`src/rtl/serial_adder_pkg.sv`:
```
// Shared definitions for the serial adder family: FSM state encoding.
`timescale 1ns/1ns
package serial_adder_pkg;

  typedef enum logic [1:0] {
    StIdle = 2'd0,
    StRun  = 2'd1,
    StDone = 2'd2
  } state_e;

endpackage

```
`src/rtl/full_adder.sv`:
```
// Combinational full adder: two half adders plus an OR for the carry.
`timescale 1ns/1ns
module full_adder (
  input  logic a,
  input  logic b,
  input  logic cin,
  output logic s,
  output logic cout
);

  logic s0, c0, c1;

  half_adder u_ha0 (
    .a(a),
    .b(b),
    .s(s0),
    .c(c0)
  );

  half_adder u_ha1 (
    .a(s0),
    .b(cin),
    .s(s),
    .c(c1)
  );

  assign cout = c0 | c1;

endmodule

```
`src/rtl/half_adder.sv`:
```
// Combinational half adder cell.
`timescale 1ns/1ns
module half_adder (
  input  logic a,
  input  logic b,
  output logic s,
  output logic c
);

  assign s = a ^ b;
  assign c = a & b;

endmodule

```
`src/rtl/serial_adder.sv`:
```
// Bit-serial adder, LSB first, one full-adder cell and a carry flip-flop.
// Optional SERIAL_ADDER_SUB_EN adds a `sub` input for a-b (a + ~b + 1).
`timescale 1ns/1ns
module serial_adder
  import serial_adder_pkg::*;
#(
  parameter int unsigned WIDTH = 8
) (
  input  logic             clk,
  input  logic             rst,
  input  logic             start,
  input  logic [WIDTH-1:0] a,
  input  logic [WIDTH-1:0] b,
  input  logic             cin,
`ifdef SERIAL_ADDER_SUB_EN
  input  logic             sub,
`endif
  output logic             busy,
  output logic             done,
  output logic [WIDTH-1:0] sum,
  output logic             cout
);

  localparam int unsigned CntW = $clog2(WIDTH + 1);
  localparam logic [CntW-1:0] CntLast = CntW'(WIDTH - 1);

  state_e           state;
  logic [CntW-1:0]  cnt;
  logic             carry;
  logic [WIDTH-1:0] a_sh, b_sh;
  logic [WIDTH-1:0] sum_shifted;
  logic             fa_s, fa_c;
  logic             sub_sel;

`ifdef SERIAL_ADDER_SUB_EN
  assign sub_sel = sub;
`else
  assign sub_sel = 1'b0;
`endif

  full_adder u_fa (
    .a(a_sh[0]),
    .b(b_sh[0]),
    .cin(carry),
    .s(fa_s),
    .cout(fa_c)
  );

  // New bit enters at the MSB; written this way so WIDTH=1 needs no special case.
  always_comb begin
    sum_shifted = sum >> 1;
    sum_shifted[WIDTH-1] = fa_s;
  end

  always_ff @(posedge clk or posedge rst) begin
    if (rst) begin
      state <= StIdle;
      busy  <= 1'b0;
      done  <= 1'b0;
      sum   <= '0;
      cout  <= 1'b0;
      cnt   <= '0;
      carry <= 1'b0;
      a_sh  <= '0;
      b_sh  <= '0;
    end else begin
      done <= 1'b0;
      unique case (state)
        StIdle: begin
          if (start) begin
            a_sh  <= a;
            // Subtraction: invert b and force carry-in so the adder forms a + ~b + 1.
            b_sh  <= sub_sel ? ~b : b;
            carry <= sub_sel ? 1'b1 : cin;
            cnt   <= '0;
            busy  <= 1'b1;
            state <= StRun;
          end
        end
        StRun: begin
          carry <= fa_c;
          sum   <= sum_shifted;
          a_sh  <= a_sh >> 1;
          b_sh  <= b_sh >> 1;
          cnt   <= cnt + 1'b1;
          if (cnt == CntLast) begin
            cout  <= fa_c;
            busy  <= 1'b0;
            done  <= 1'b1;
            state <= StDone;
          end
        end
        StDone: begin
          state <= StIdle;
        end
        default: begin
          state <= StIdle;
          busy  <= 1'b0;
        end
      endcase
    end
  end

endmodule

```
`config.mk`:
```
export PLATFORM = sky130hd
export DESIGN_NAME = serial_adder
export DESIGN_NICKNAME = d
export VERILOG_FILES = /design/src/rtl/serial_adder_pkg.sv /design/src/rtl/full_adder.sv /design/src/rtl/half_adder.sv /design/src/rtl/serial_adder.sv
export SDC_FILE = /design/constraint.sdc
export NUM_CORES = 1
export LEC_CHECK = 0
export ABC_AREA = 0
export CAP_MARGIN = 20
export CORE_MARGIN = 10
export CORE_UTILIZATION = 49
export DETAILED_ROUTE_END_ITERATION = 7
export PLACE_DENSITY_LB_ADDON = 0.08
export SLEW_MARGIN = 20
export SYNTH_ARGS = -nofsm -noshare
export SYNTH_HDL_FRONTEND = slang
export SYNTH_SLANG_ARGS = --single-unit
```
`constraint.sdc`:
```
create_clock -name clk -period 3.2 [get_ports clk]
set_input_delay 0.96 -clock clk [delete_from_list [all_inputs] [get_ports clk]]
set_output_delay 0.96 -clock clk [all_outputs]
set_load 0.005 [all_outputs]
```
==> qor.yml <==
worst_setup_path:
  crit_buf_inv: 1
  critPathSlowestCell: "clkdlybuf4s50_1"
  critPathKind: "reg -> out"
  start_kind: "register"
  critPathTopFamily: "buffers and inverters"
  endpoint_kind: "output port"
  cp.required_ns: 2.24
  slowest_delay_ns: 0.52
  path_cells: "clkdlybuf4s50_1"
  crit_arrival_ns: 1.23
  path_max_fanout: 3
yosys:
  syn_avg_cell_area_sq_um: 12.6
  ys_seq_elements: 34
  synth.area.top_cells: "dfrtp_1 (52%), mux2_4 (8.3%), a22oi_2 (6.9%)"
  yosys_warnings: 0
  synth_area_leader_cell: "dfrtp_1"
  synth_cell_types: 29
  syn_nets: 152
  yosysSeqAreaShare_pct: 52.1
  synth_top_area_share_pct: 52.1
  syn_inst: 130
  syn_area_sq_um: 1630
global_routing:
  grt_pass1_wl_um: 5660
  grt_use_met1_pct: 15.3
  grt_usage_pct: 11.4
  grtUsageMet2_pct: 15.9
  gr-usage-met3_pct: 4.38
  gr-max-usage-layer: "met2"
  grt_overflow_total: 0
  grt_max_degree: 35
  antenna_found_initial: 0
  grt_pass1_vias: 1174
min_path:
  hold_path_class: "reg -> reg"
clock_network:
  cts.path.max_buffers: 2
  cts_root_buffer: "clkbuf_4"
  cts_tree: "yes"
  cts-resized-gates: 0
  cts.sink_count: 34
  post_cts_buffers: 0
  insertion_delay_ns: 0.32
  h-tree-depth: 2
  path_clk_slew_ns: 0.10
  numCtsBuffers: 5
  postCtsHoldBufs: 0
timing:
  finClkSkew_ns: 0.00346
  slew_violations: 0
  finalHoldViolations: 0
  fmax_mhz: 457
  setup_tns_ns: 0
  relSlewSlack_pct: 38.9
  fin_crit_sh_pct: 68.5
  final-setup-viol-count: 0
  min_period_ns: 2.19
  tightest_slew_ns: 0.917
  grt_setup_unrepaired: "no"
detailed_routing:
  first_pass_iters: 4
  routedWlPerCell_um: 15.6
  wl_um: 3210
  drtIter0Drc: 80
  num_vias: 1090
  drc: 0
  via_per_inst: 5.29
  antenna_left: 0
floorplan:
  die_y_um: 77.7
  dieArea_sq_um: 6040
  initial_core_util_pct: 52.2
  core_sq_um: 3130
  ioPinCount: 31
  num_rows: 20
  die_width_um: 77.7
run:
  cap_violations: 0
layout:
  flow.area_growth_from_synthesis_pct: 22.3
  n_fill_cell: 263
  fin_util_pct: 63.8
  nets: 183
  drive_gt1_share_pct: 25.9
  diodes: 0
pwr:
  p_leak_nw: 0.893
  peakVddDrop_uv: 424
  powerDensity_nw_per_um2: 843
placement:
  place_congestion: 0.786
  port_buffers: 30
  dp_hpwl_um: 2200
status:
  status: "finished, final reports clean"
-- power breakdown --
group | switching (mW) | total, mW | internal (mW)
clock network | 0.137 | 0.243 | 0.106
logic | 0.256 | 0.683 | 0.426
registers | 0.157 | 0.757 | 0.600
-- placed cells by master, fill, tap and decap left out, drive strengths merged, types with 2 or more instances in the layout --
cell type and instances:
dfrtp 34, clkdlybuf4s50 30, nand2 18, o21ai 18, a22oi 13, mux2 9, clkbuf 7, and3b 4
a21oi 4, nor2b 4, a22o 3, buf 3, and2 3, inv 2
-- path summary, 6_finish.rpt --
kind	startpoint	endpoint	slack [ns]	cells past startpoint
setup / recovery	sum[2]$_DFFE_PP0P_	sum[2]	1.01	1
hold / removal	b_sh[6]$_DFFE_PP0P_	b_sh[6]$_DFFE_PP0P_	0.49	2
setup reg to reg	state[1]$_DFFE_PP0P_	b_sh[2]$_DFFE_PP0P_	1.34	4
hold reg to reg	b_sh[6]$_DFFE_PP0P_	b_sh[6]$_DFFE_PP0P_	0.49	2
max in group asynchronous	rst	a_sh[6]$_DFFE_PP0P_	1.88	3
min in group asynchronous	rst	sum[1]$_DFFE_PP0P_	1.02	3
-- final cells by class --
cell class / instances / area [sq um] / share of cell area [%]
inverter: 2 / 7.51 / 0.376
timing repair buffer: 33 / 323 / 16.2
clock buffer: 7 / 55.1 / 2.76
multi-input combinational: 85 / 701 / 35.1
tap: 44 / 55.1 / 2.76
sequential: 34 / 851 / 42.6
clock inverter: 1 / 5.00 / 0.251
-- metrics by stage --
| stage | power [mW] | setup WS, ns | hold slack (ns) | cells | cell area [sq um] |
|---|---|---|---|---|---|
| after floorplan | 1.23 | 1.49 | 0.452 | 130 | 1630 |
| after global placement | 1.43 | 0.809 | 0.463 | 198 | 1940 |
| final | 1.68 | 1.01 | 0.492 | 206 | 2000 |
| after global routing | 1.82 | 0.914 | 0.510 | 206 | 2000 |
| after CTS | 1.71 | 0.985 | 0.493 | 206 | 2000 |
| after detailed placement | 1.46 | 0.704 | 0.469 | 198 | 1940 |
-- layer usage --
layer / vias up / wire (um) / share of wire [%]
met5: - / 0 / 0
met4: 0 / 24 / 0.75
met3: 2 / 177 / 5.5
met2: 28 / 1490 / 46
met1: 536 / 1520 / 47
li1: 524 / - / -
-- Yosys cell counts --
cell type and number:
a22oi_1 4, o21ai_1 8, nand2_1 18, dfrtp_1 34, a21oi_1 4, nor2b_1 2
o21bai_2 1, buf_6 3, inv_2 1, o21ai_2 9, nand3_1 1, mux2i_1 1
o21ai_0 1, ha_1 1, nor2b_4 2, inv_1 1, buf_4 4, fa_1 1
and2_1 2, o31ai_1 1, a22o_1 3, mux2_4 9, a22oi_2 9, and2_4 1
a32o_1 1, and3b_1 4, a31oi_1 1, buf_2 2, nand2b_1 1
-- flip-flops by register name, summed over array words and instances, names as in the netlist --
register	count
a_sh	8
b_sh	8
busy	1
carry	1
cnt	4
cout	1
done	1
state	2
sum	8
-- kinds of logic (layout without fill, tap and decap cells) --
group,count (synthesis),in the layout,synth area share (%)
buf+inv,11,43,4.98
simple gates,31,31,10.7
mux,10,10,8.89
fa+ha+maj,2,2,1.99
compound gates,42,42,21.3
flops,34,34,52.1
(Power assumes the default switching activity.)
